`src/rtl/ctrl_to_axilite.sv`:
```
// ctrl_to_axilite
//   Host-side initiator for the emulator control register map. Turns simple
//   ctrl_* word read/write requests into AXI4-Lite master transactions, one
//   transaction in flight at a time, in order, with writes taking priority
//   over reads when both arrive together.
// Ports
//   host_clk, host_rst_n        clock, asynchronous active-low reset
//   ctrl_wen/waddr/wdata        write request (word address), sampled when idle
//   ctrl_ren/raddr              read request (word address), sampled when idle
//   ctrl_busy                   a transaction is in flight; new requests dropped
//   ctrl_wdone / ctrl_rvalid    1-cycle completion pulses
//   ctrl_rdata                  last read data, held until the next read completes
//   ctrl_err                    qualifies the completion pulse: response not OKAY
//   m_axilite_*                 AXI4-Lite master (byte address = word address * 4)
module ctrl_to_axilite #(
  parameter int ADDR_WIDTH = 12,
  parameter int DATA_WIDTH = 32
) (
  input  logic                    host_clk,
  input  logic                    host_rst_n,
  input  logic                    ctrl_wen,
  input  logic [ADDR_WIDTH-3:0]   ctrl_waddr,
  input  logic [DATA_WIDTH-1:0]   ctrl_wdata,
  input  logic                    ctrl_ren,
  input  logic [ADDR_WIDTH-3:0]   ctrl_raddr,
  output logic                    ctrl_busy,
  output logic                    ctrl_wdone,
  output logic                    ctrl_rvalid,
  output logic [DATA_WIDTH-1:0]   ctrl_rdata,
  output logic                    ctrl_err,
  output logic                    m_axilite_awvalid,
  input  logic                    m_axilite_awready,
  output logic [ADDR_WIDTH-1:0]   m_axilite_awaddr,
  output logic [2:0]              m_axilite_awprot,
  output logic                    m_axilite_wvalid,
  input  logic                    m_axilite_wready,
  output logic [DATA_WIDTH-1:0]   m_axilite_wdata,
  output logic [DATA_WIDTH/8-1:0] m_axilite_wstrb,
  input  logic                    m_axilite_bvalid,
  output logic                    m_axilite_bready,
  input  logic [1:0]              m_axilite_bresp,
  output logic                    m_axilite_arvalid,
  input  logic                    m_axilite_arready,
  output logic [ADDR_WIDTH-1:0]   m_axilite_araddr,
  output logic [2:0]              m_axilite_arprot,
  input  logic                    m_axilite_rvalid,
  output logic                    m_axilite_rready,
  input  logic [DATA_WIDTH-1:0]   m_axilite_rdata,
  input  logic [1:0]              m_axilite_rresp
);

  typedef enum logic [2:0] {IDLE, WR, WR_RESP, RD_ADDR, RD_DATA} state_e;

  state_e                  state_q, state_d;
  logic [ADDR_WIDTH-3:0]   waddr_q, waddr_d, raddr_q, raddr_d;
  logic [DATA_WIDTH-1:0]   wdata_q, wdata_d, rdata_q, rdata_d;
  logic                    rd_pend_q, rd_pend_d;
  logic                    awvalid_q, awvalid_d, wvalid_q, wvalid_d;
  logic                    bready_q, bready_d, arvalid_q, arvalid_d, rready_q, rready_d;
  logic                    wdone_q, wdone_d, rvalid_q, rvalid_d, err_q, err_d;

  always_ff @(posedge host_clk or negedge host_rst_n) begin
    if (!host_rst_n) begin
      state_q   <= IDLE;
      waddr_q   <= '0;
      raddr_q   <= '0;
      wdata_q   <= '0;
      rdata_q   <= '0;
      rd_pend_q <= 1'b0;
      awvalid_q <= 1'b0;
      wvalid_q  <= 1'b0;
      bready_q  <= 1'b0;
      arvalid_q <= 1'b0;
      rready_q  <= 1'b0;
      wdone_q   <= 1'b0;
      rvalid_q  <= 1'b0;
      err_q     <= 1'b0;
    end else begin
      state_q   <= state_d;
      waddr_q   <= waddr_d;
      raddr_q   <= raddr_d;
      wdata_q   <= wdata_d;
      rdata_q   <= rdata_d;
      rd_pend_q <= rd_pend_d;
      awvalid_q <= awvalid_d;
      wvalid_q  <= wvalid_d;
      bready_q  <= bready_d;
      arvalid_q <= arvalid_d;
      rready_q  <= rready_d;
      wdone_q   <= wdone_d;
      rvalid_q  <= rvalid_d;
      err_q     <= err_d;
    end
  end

  always_comb begin
    state_d   = state_q;
    waddr_d   = waddr_q;
    raddr_d   = raddr_q;
    wdata_d   = wdata_q;
    rdata_d   = rdata_q;
    rd_pend_d = rd_pend_q;
    awvalid_d = awvalid_q;
    wvalid_d  = wvalid_q;
    bready_d  = bready_q;
    arvalid_d = arvalid_q;
    rready_d  = rready_q;
    wdone_d   = 1'b0;
    rvalid_d  = 1'b0;
    err_d     = 1'b0;
    unique case (state_q)
      IDLE: begin
        if (ctrl_wen) begin
          waddr_d   = ctrl_waddr;
          wdata_d   = ctrl_wdata;
          awvalid_d = 1'b1;
          wvalid_d  = 1'b1;
          state_d   = WR;
          // A simultaneous read is parked and issued after the write response.
          if (ctrl_ren) begin
            raddr_d   = ctrl_raddr;
            rd_pend_d = 1'b1;
          end
        end else if (ctrl_ren) begin
          raddr_d   = ctrl_raddr;
          arvalid_d = 1'b1;
          state_d   = RD_ADDR;
        end
      end
      WR: begin
        // AW and W retire independently; move on once neither is still pending.
        awvalid_d = awvalid_q & ~m_axilite_awready;
        wvalid_d  = wvalid_q & ~m_axilite_wready;
        if (!awvalid_d && !wvalid_d) begin
          bready_d = 1'b1;
          state_d  = WR_RESP;
        end
      end
      WR_RESP: begin
        if (bready_q && m_axilite_bvalid) begin
          bready_d = 1'b0;
          wdone_d  = 1'b1;
          err_d    = (m_axilite_bresp != 2'b00);
          if (rd_pend_q) begin
            rd_pend_d = 1'b0;
            arvalid_d = 1'b1;
            state_d   = RD_ADDR;
          end else begin
            state_d = IDLE;
          end
        end
      end
      RD_ADDR: begin
        if (m_axilite_arready) begin
          arvalid_d = 1'b0;
          rready_d  = 1'b1;
          state_d   = RD_DATA;
        end
      end
      RD_DATA: begin
        if (rready_q && m_axilite_rvalid) begin
          rdata_d  = m_axilite_rdata;
          rready_d = 1'b0;
          rvalid_d = 1'b1;
          err_d    = (m_axilite_rresp != 2'b00);
          state_d  = IDLE;
        end
      end
      default: begin
        state_d   = IDLE;
        awvalid_d = 1'b0;
        wvalid_d  = 1'b0;
        bready_d  = 1'b0;
        arvalid_d = 1'b0;
        rready_d  = 1'b0;
        rd_pend_d = 1'b0;
      end
    endcase
  end

  assign ctrl_busy         = (state_q != IDLE);
  assign ctrl_wdone        = wdone_q;
  assign ctrl_rvalid       = rvalid_q;
  assign ctrl_rdata        = rdata_q;
  assign ctrl_err          = err_q;
  assign m_axilite_awvalid = awvalid_q;
  assign m_axilite_awaddr  = {waddr_q, 2'b00};
  assign m_axilite_awprot  = 3'b000;
  assign m_axilite_wvalid  = wvalid_q;
  assign m_axilite_wdata   = wdata_q;
  assign m_axilite_wstrb   = '1;
  assign m_axilite_bready  = bready_q;
  assign m_axilite_arvalid = arvalid_q;
  assign m_axilite_araddr  = {raddr_q, 2'b00};
  assign m_axilite_arprot  = 3'b000;
  assign m_axilite_rready  = rready_q;

endmodule
```
`config.mk`:
```
export PLATFORM = sky130hd
export DESIGN_NAME = ctrl_to_axilite
export DESIGN_NICKNAME = d
export VERILOG_FILES = /design/src/rtl/ctrl_to_axilite.sv
export SDC_FILE = /design/constraint.sdc
export NUM_CORES = 1
export LEC_CHECK = 0
export BUFFER_PORTS_ARGS = -buffer_cell sky130_fd_sc_hd__buf_2
export CAP_MARGIN = 15
export CELL_PAD_IN_SITES_DETAIL_PLACEMENT = 0
export CELL_PAD_IN_SITES_GLOBAL_PLACEMENT = 1
export CORE_MARGIN = 2
export CORE_UTILIZATION = 35
export DETAILED_ROUTE_END_ITERATION = 7
export HOLD_SLACK_MARGIN = 0.05
export MAX_ROUTING_LAYER = met4
export PLACE_DENSITY = 0.79
export SYNTH_ARGS = -nofsm -noshare
export SYNTH_HDL_FRONTEND = slang
export SYNTH_SLANG_ARGS = --single-unit
```
`constraint.sdc`:
```
create_clock -name host_clk -period 1.8 [get_ports host_clk]
set_clock_uncertainty 0.05 [all_clocks]
set_input_delay 0 -clock host_clk [delete_from_list [all_inputs] [get_ports host_clk]]
set_output_delay 0 -clock host_clk [all_outputs]
set_load 0.02 [all_outputs]
```
==> flow_summary.json, run 1 <==
{
  "r2r-end": "m_axilite_wdata[5]",
  "final_common_cell": "buf_2",
  "crit_arrival_ns": 1.84,
  "worst-path-buf-inv": 1,
  "clock_path_buffers": 2,
  "ys_warn_count": 0,
  "ctsHtreeMaxLevel": 3,
  "layout-area-overhead-vs-synth_pct": 57.0,
  "cts_tree": "done",
  "maxCapViolations": 0,
  "io_buffers": 189,
  "synth_cells": 267,
  "grt_start_max_net_pins": 97,
  "max_freq_ghz": 0.605,
  "layout_common_cells": "buf_2 (188), dfrtp_1 (96), dlygate4sd3_1 (96)",
  "avgViaCountPerCell": 4.49,
  "clk-insertion-delay-late_ns": 0.35,
  "rsz0062_at_grt": "false",
  "max_slew_margin_pct": 65.3,
  "path_cells": "nor3_2, and2_2, buf_12, mux2_2",
  "finalCritPeriodShare_pct": 91.8,
  "ir_worst_vdd_uv": 826,
  "finalHoldViolations": 0,
  "p_per_area_mw_per_mm2": 1620,
  "crit_path_max_fanout": 42,
  "max_stage_delay_ns": 0.44,
  "cpLargestDelayFamily": "flip-flops",
  "start_util_pct": 35.9,
  "reg2reg_depth": 4,
  "synth.distinct_cells": 31,
  "cp-start-kind": "flop",
  "fin_tns_setup_ns": 0,
  "hold_class": "input port to asynchronous set/reset pin",
  "cts_resized": 0,
  "leakage_uw": 0.00306,
  "die_width_microns": 110,
  "place_congestion": 0.802,
  "routedWlPerCell_microns": 14.3,
  "tightest_slew_ns": 0.520,
  "antenna_found_initial": 0,
  "status": "finished, final reports clean",
  "first_iter_violations": 137,
  "cp_slowest_cell": "dfrtp_1",
  "grt-ovfl-total": 0,
  "reg2reg_from": "state_q[2]",
  "die_area_sq_mm": 0.0120,
  "clk_pin_slew_ns": 0.09,
  "cts_root_buf": "clkbuf_8",
  "antenna_cells": 0,
  "ys_ff_latch": 96,
  "grt_pass1_vias": 3243,
  "layout.nets": 653,
  "holdWs_ns": 0.178,
  "grt_usage_pct": 16.6,
  "r2r_slack_ns": 0.15,
  "drv_slew": 0,
  "first_pass_iters": 5,
  "synth_area_sq_mm": 0.00391,
  "path_class": "flop to flop",
  "postRouteAntennaNets": 0,
  "cts_sinks": 96,
  "wl_microns": 10000,
  "die_h_microns": 110,
  "pin_count": 204,
  "grt_pass1_wl_microns": 15000,
  "drive_above_1_share_pct": 53.3,
  "num_vias": 3147,
  "setup_viol": 0,
  "row_count": 38,
  "numCtsBuffers": 9,
  "required_ns": 1.99,
  "yosysSeqAreaShare_pct": 61.4,
  "detailed_place_hpwl_microns": 6190,
  "critPathCaptureType": "flop",
  "drcViolationCount": 0,
  "avgSynthCellArea_sq_um": 14.6,
  "fp.coreArea_sq_mm": 0.0109,
  "finalCriticalPeriod_ns": 1.65
}
## report_power, final
part	leakage (uW)	total [uW]	internal (uW)	switching, uW
registers	0.00119	3790	3220	574
logic	0.00177	4660	2040	2610
clock network	0.000109	1490	757	731
total	0.00306	9940	6020	3920
## tightest hold or removal path: cells and delay by family
kind | cells | cell delay [ns]
buffers and inverters | 3 | 1.04
## how the worst max path moves through the flow
stage	depth (start not counted)	start	slack, ns	end
floorplan	4	state_q[1]	0.15	ctrl_rdata[11]
global placement	4	state_q[2]	0.21	m_axilite_wdata[9]
detailed placement	4	state_q[2]	0.17	m_axilite_wdata[5]
CTS	4	state_q[2]	0.15	m_axilite_wdata[5]
global route	4	state_q[2]	0.03	m_axilite_wdata[5]
finish	4	state_q[2]	0.15	m_axilite_wdata[5]
## layout make-up
class,count,area [sq um]
clock inverter,4,51.3
inverter,5,18.8
tap,140,175
fill,865,4750
clock buffer,12,165
timing repair buffer,293,2010
sequential,96,2400
multi-input combinational,151,1320
## metrics by stage
step                power, uW  worst slack [ns]  std cells  area [sq um]  utilization [%]
floorplan                6780             0.145        279          3960                -
global placement         8210             0.211        589          4960             45.6
detailed placement       8330             0.168        589          4960             45.6
CTS                      9990             0.147        701          6140             56.4
global route            10600            0.0250        701          6140             56.4
finish                   9940             0.148        701          6140             56.4
## flip-flops by register name, indices dropped and copies added (netlist names)
name               cells
ctrl_wdone             1
m_axilite_rready       1
raddr_q               10
ctrl_rdata            32
ctrl_rvalid            1
m_axilite_wvalid       1
m_axilite_arvalid      1
rd_pend_q              1
m_axilite_awvalid      1
ctrl_err               1
m_axilite_wdata       32
waddr_q               10
m_axilite_bready       1
state_q                3
## logic make-up (layout without fill, tap and decap cells)
family,count (synthesis),after routing,synth area share (%)
flops,96,96,61.4
mux,84,84,24.2
buf+inv,32,314,5.98
simple gates,29,29,4.29
compound gates,24,24,3.90
other cells,2,14,0.192
## cells in the mapped netlist
| library cell | number | area [sq um] |
|---|---|---|
| a211oi_1 | 2 | 15.0 |
| a21o_1 | 1 | 7.51 |
| a21oi_1 | 3 | 15.0 |
| a22oi_1 | 1 | 7.51 |
| a31oi_1 | 4 | 25.0 |
| and2_1 | 2 | 12.5 |
| buf_2 | 4 | 20.0 |
| buf_4 | 15 | 113 |
| buf_6 | 7 | 78.8 |
| clkbuf_1 | 1 | 3.75 |
| conb_1 | 2 | 7.51 |
| dfrtp_1 | 96 | 2400 |
| inv_1 | 4 | 15.0 |
| inv_2 | 1 | 3.75 |
| mux2_1 | 2 | 22.5 |
| mux2_2 | 82 | 923 |
| nand2_1 | 9 | 33.8 |
| nand2b_1 | 3 | 18.8 |
| nand3_1 | 2 | 10.0 |
| nand3b_1 | 1 | 7.51 |
| nand4_1 | 2 | 12.5 |
| nor2_1 | 4 | 15.0 |
| nor2b_1 | 2 | 12.5 |
| nor3_2 | 1 | 10.0 |
| nor3b_1 | 1 | 7.51 |
| nor4_4 | 1 | 21.3 |
| o211ai_1 | 4 | 30.0 |
| o21ai_0 | 7 | 35.0 |
| o22ai_1 | 1 | 6.26 |
| o41a_1 | 1 | 11.3 |
| or3_1 | 1 | 6.26 |
## per-layer routing
layer  global-route usage (%)  vias up  routed length, microns
met3                     4.21       19                     741
met1                     18.8     1500                    4080
li1                         -     1486                       -
met2                     28.1      142                    4990
met5                        -        -                       0
met4                     6.69        0                     189
## timing repair
| action | in CTS | in global routing |
|---|---|---|
| endpoints found under the hold margin | 190 | 0 |
| endpoints found under the setup margin | 0 | 0 |
| hold buffers | 96 | 0 |
| buffers inserted | 0 | 0 |
No activity file was read; power rests on OpenSTA's default activity.
==> run 2: changes to the inputs <==
Settings changed: ABC_AREA set to 1, CORE_UTILIZATION 35 to 32, PLACE_DENSITY 0.79 to 0.78.
==> flow_summary.json, run 2 <==
{
  "status": "finished, final reports clean",
  "synth.distinct_cells": 23,
  "routedWlPerCell_microns": 12.4,
  "numCtsBuffers": 9,
  "path_cells": "inv_2, nand3_2, inv_2, nand2_1, o21ai_0, dlygate4sd3_1",
  "clock_power_share_pct": 19.9,
  "ys_warn_count": 0,
  "fin_tns_setup_ns": 0,
  "p_per_area_mw_per_mm2": 1510,
  "grt_pass1_wl_microns": 17900,
  "grt_usage_pct": 17.4,
  "async_reset_ff_share_pct": 100,
  "synth_ff_type": "dfrtp_1",
  "max_slew_margin_pct": 47.1,
  "yosys-top-cells-count": "nand2_1 (270), dfrtp_1 (96), buf_4 (22)",
  "drv_slew": 0,
  "r2r_slack_ns": 0.13,
  "seq_area_sq_mm": 0.00240,
  "start_util_pct": 32.5,
  "grt_pass1_vias": 3824,
  "synth_area_sq_mm": 0.00405,
  "drive_above_1_share_pct": 30.7,
  "antenna_cells": 0,
  "cts_root_buf": "clkbuf_16",
  "ctsHtreeMaxLevel": 3,
  "dp.cells": 823,
  "fin_cells": 935,
  "crit_path_max_fanout": 7,
  "clk_pin_slew_ns": 0.06,
  "ys_ff_latch": 96,
  "r2r-end": "state_q[2]",
  "yosysSeqAreaShare_pct": 59.3,
  "cts_resized": 0,
  "hold_end": "m_axilite_rready",
  "crit_arrival_ns": 1.84,
  "grt_start_max_net_pins": 57,
  "layout_common_cells": "nand2_1 (270), buf_2 (188), dfrtp_1 (96), dlygate4sd3_1 (96), nand3_1 (17)",
  "clk-insertion-delay-late_ns": 0.34,
  "yosys.area.top_type": "dfrtp_1",
  "io_buffers": 189,
  "synthMostInstantiatedCell": "nand2_1",
  "power.share.combinational_pct": 43.6,
  "holdWs_ns": 0.0919,
  "max_stage_delay_ns": 0.56,
  "first_iter_violations": 302,
  "final_common_cell": "nand2_1",
  "p_seq_share_pct": 36.5,
  "num_vias": 4031,
  "wl_microns": 11600,
  "die_area_sq_mm": 0.0136,
  "clock_path_buffers": 2,
  "tightest_slew_ns": 0.791,
  "final_core_util_pct": 51.0,
  "row_count": 41,
  "rsz0062_at_grt": "false",
  "detailed_place_hpwl_microns": 7450,
  "internal_power_uw": 5520,
  "die_width_microns": 117,
  "fin_area_sq_mm": 0.00636,
  "holdPathStages": 5,
  "layout-area-overhead-vs-synth_pct": 56.9,
  "die_h_microns": 117,
  "fp.coreArea_sq_mm": 0.0125,
  "avgSynthCellArea_sq_um": 8.54,
  "reg2reg_from": "state_q[1]",
  "sw_frac_of_total_pct": 42.3,
  "ir_worst_vdd_uv": 595,
  "layout.nets": 855,
  "cts_tree": "done",
  "cts_sinks": 96,
  "finalCriticalPeriod_ns": 1.67,
  "path_class": "flop to flop",
  "cpLargestDelayFamily": "buffers and inverters",
  "multi_input_area_sq_mm": 0.00139,
  "cp_slowest_cell": "dlygate4sd3_1",
  "postRouteAntennaNets": 0,
  "finalCritPeriodShare_pct": 92.5,
  "required_ns": 1.97,
  "drcViolationCount": 0,
  "pin_count": 204,
  "reg2reg_depth": 6,
  "grt-ovfl-total": 0,
  "avgViaCountPerCell": 4.31,
  "hold_class": "input port to flop",
  "antenna_found_initial": 0,
  "synth_cells": 474,
  "finalHoldViolations": 0,
  "cp-start-kind": "flop",
  "crit_top_cell": "inv_2",
  "max_freq_ghz": 0.600,
  "synth_area_leaders": "dfrtp_1 (59%), nand2_1 (25%), buf_4 (4.1%)",
  "maxCapViolations": 0,
  "first_pass_iters": 4,
  "critPathCaptureType": "flop",
  "synth_top_area_share_pct": 59.3,
  "setup_viol": 0,
  "p_sw_uw": 4040,
  "worstHoldStart": "m_axilite_rvalid",
  "leakage_uw": 0.00369,
  "worst-path-buf-inv": 3,
  "synth_edf_count": 0,
  "fillers": 1120,
  "place_congestion": 0.839,
  "place_area_sq_mm": 0.00510
}
[run 2: cell count changes in the layout (fill, tap and decap cells not counted), sizes merged, moves of 4 or more]
cell	previous run	this run
o211ai	4	0
nand2	9	282
a31oi	4	0
inv	5	18
nand3	2	19
mux2	84	0
nor2	4	18
[run 2: cell type report]
type | count | share of cell area, %
clock buffer | 9 | 3.54
tap | 172 | 3.39
inverter | 18 | 1.10
timing repair buffer | 291 | 31.1
multi-input combinational | 342 | 21.9
clock inverter | 7 | 1.14
sequential | 96 | 37.8
[run 2: worst max path at each step]
stage                    start                end  depth (start not counted)
finish              state_q[1]         state_q[2]                          6
detailed placement  state_q[0]      ctrl_rdata[8]                          7
floorplan           state_q[2]  m_axilite_awvalid                          7
global route        state_q[1]         state_q[2]                          5
CTS                 state_q[1]         state_q[2]                          6
global placement    state_q[0]     ctrl_rdata[28]                          7
[run 2: power by group through the flow]
stage               clock network [uW]  logic (uW)  registers, uW
floorplan                            0        1660           4470
global route                      2060        4630           3590
global placement                     0        3960           3480
finish                            1910        4170           3490
CTS                               1960        4200           3480
detailed placement                   0        4020           3500
[run 2: cell families after synthesis]
kind of cell	after synthesis	share of synthesized area (%)
compound gates	8	1.08
buf+inv	48	7.45
flops	96	59.3
other cells	2	0.185
simple gates	320	32.0
[run 2: metal layers]
layer  vias up  part of all wire (%)  wire (microns)  track usage (%)
li1       1982                     -               -                -
met1      1833                    44            5120             22.1
met2       191                    45            5200             26.4
met3        25                   8.3             962             4.05
met4         0                   2.6             299             8.25
met5         -                     0               0                -
[run 2: repair_timing]
action / 4_1_cts / 5_1_grt
hold endpoints to repair: 187 / 0
buffers inserted: 0 / 0
setup endpoints to repair: 0 / 0
hold buffers: 96 / 0
[run 2: worst min-delay path, cell delays in order]
cell and delay [ns]:
buf_2 0.08, nand2_1 0.06, nand2_1 0.11, nand2_1 0.07, o2bb2ai_1 0.13
[run 2: metrics by stage]
stage / setup slack (ns) / power [uW]
3_5_place_dp: 0.226 / 7520
4_1_cts: 0.145 / 9640
5_1_grt: 0.00315 / 10300
3_3_place_gp: 0.289 / 7440
6_report: 0.134 / 9570
2_1_floorplan: 0.543 / 6130
==> run 3: changes to the inputs <==
==> constraint.sdc (replaced) <==
create_clock -name host_clk -period 1.8 [get_ports host_clk]
set_clock_uncertainty 0.05 [all_clocks]
set_input_delay 0.09 -clock host_clk [delete_from_list [all_inputs] [get_ports host_clk]]
set_output_delay 0.09 -clock host_clk [all_outputs]
set_load 0.02 [all_outputs]
==> flow_summary.json, run 3 (synthesized netlist as in run 2, its figures left out) <==
{
  "maxCapViolations": 0,
  "finalCriticalPeriod_ns": 1.56,
  "finalCritPeriodShare_pct": 86.8,
  "path_cells": "inv_2, nand3_2, inv_2, nand2_4, inv_4, nand2_1, nand2_1",
  "drive_above_1_share_pct": 30.9,
  "cpLargestDelayFamily": "buffers and inverters",
  "dp.cells": 823,
  "cts_sinks": 96,
  "first_iter_violations": 259,
  "routedWlPerCell_microns": 12.3,
  "worst-path-buf-inv": 3,
  "final_common_cell": "nand2_1",
  "grt-ovfl-total": 0,
  "fillers": 1113,
  "setup_viol": 0,
  "clk_pin_slew_ns": 0.07,
  "grt_usage_pct": 16.8,
  "die_h_microns": 117,
  "rsz0062_at_grt": "false",
  "fin_tns_setup_ns": 0,
  "grt_util_met1_pct": 19.8,
  "leakage_uw": 0.00369,
  "grt_pass1_vias": 3793,
  "cp_slowest_cell": "dfrtp_1",
  "crit_path_max_fanout": 33,
  "cts_root_buf": "clkbuf_16",
  "clock_path_buffers": 2,
  "finalHoldViolations": 0,
  "start_util_pct": 32.5,
  "row_count": 41,
  "path_class": "flop to flop",
  "cp-start-kind": "flop",
  "pin_count": 204,
  "p_per_area_mw_per_mm2": 1550,
  "layout.nets": 850,
  "critPathCaptureType": "flop",
  "clk-insertion-delay-late_ns": 0.33,
  "avgViaCountPerCell": 4.24,
  "place_congestion": 0.843,
  "status": "finished, final reports clean",
  "drcViolationCount": 0,
  "drv_slew": 0,
  "grt_use_met2_pct": 28.0,
  "fin_cells": 930,
  "ir_worst_vdd_uv": 607,
  "max_stage_delay_ns": 0.43,
  "grt-busiest-layer": "met2",
  "grt.met3_usage_pct": 4.41,
  "p_total_uw": 9870,
  "cts_resized": 0,
  "io_buffers": 189,
  "required_ns": 2.03,
  "die_width_microns": 117,
  "antenna_cells": 0,
  "postRouteAntennaNets": 0,
  "cts_tree": "done",
  "wl_microns": 11400,
  "fp.coreArea_sq_mm": 0.0125,
  "die_area_sq_mm": 0.0136,
  "crit_arrival_ns": 1.79,
  "num_vias": 3939,
  "layout-area-overhead-vs-synth_pct": 57.1,
  "numCtsBuffers": 9,
  "grt_pass1_wl_microns": 17500,
  "first_pass_iters": 4,
  "ctsHtreeMaxLevel": 3,
  "antenna_found_initial": 0,
  "hold_class": "input port to flop",
  "grt_start_max_net_pins": 57,
  "max_freq_ghz": 0.640,
  "layout_common_cells": "nand2_1 (270), buf_2 (188), dfrtp_1 (96)",
  "ctsHoldBuffers": 91,
  "postCtsSetupBuffers": 0,
  "detailed_place_hpwl_microns": 7430
}
[run 3: changes by cell type in the layout (fill, tap and decap cells not counted)]
cell	delta
bufinv_16	+2
clkinv_2	-2
clkbuf_8	+1
clkinv_4	-1
inv_6	+1
dlygate4sd3_1	-5
clkinvlp_4	-1
[run 3: path summary, 6_finish.rpt]
| kind | startpoint | end | slack, ns | cells past startpoint |
|---|---|---|---|---|
| worst max-delay path | state_q[0] | ctrl_rdata[25] | 0.24 | 7 |
| worst min-delay path | ctrl_ren | raddr_q[0] | 0.09 | 3 |
| worst max register to register | state_q[0] | ctrl_rdata[25] | 0.24 | 7 |
| worst min register to register | raddr_q[0] | raddr_q[0] | 0.42 | 2 |
| max in group asynchronous | host_rst_n | m_axilite_wdata[3] | 0.98 | 3 |
| min in group asynchronous | host_rst_n | m_axilite_wdata[24] | 0.13 | 2 |
[run 3: where the power goes]
group          leakage, uW  total, uW  switching, uW  internal [uW]
logic              0.00229       4160           2730           1430
registers          0.00123       3490            489           3000
clock network     0.000169       2220            813           1400
total              0.00369       9870           4030           5830
[run 3: stage by stage]
stage / area, sq um / worst slack (ns) / hold WS (ns) / utilization [%]
6_report: 6360 / 0.238 / 0.0868 / 51.0
2_1_floorplan: 4100 / 0.543 / -0.256 / -
3_5_place_dp: 5100 / 0.220 / -0.0425 / 40.9
4_1_cts: 6360 / 0.212 / 0.0705 / 51.0
5_1_grt: 6360 / 0.0799 / 0.0846 / 51.0
3_3_place_gp: 5100 / 0.295 / -0.0479 / 40.9
[run 3: layer usage]
layer / routed length (microns) / up-vias
met5: 0 / -
li1: - / 1957
met4: 251 / 0
met3: 851 / 21
met1: 5010 / 1807
met2: 5290 / 154
[run 3: layout make-up]
type | count | area (sq um) | area share, %
inverters | 18 | 70.1 | 1.10
repair buffers | 286 | 1930 | 30.3
clock buffers | 10 | 239 | 3.76
flip-flops and latches | 96 | 2400 | 37.8
well taps | 172 | 215 | 3.38
multi-input cells | 342 | 1390 | 21.9
clock inverters | 6 | 115 | 1.81
[run 3: tightest hold or removal path: stages]
cell and delay (ns):
buf_2 0.19, nand3_1 0.11, nand2_1 0.05
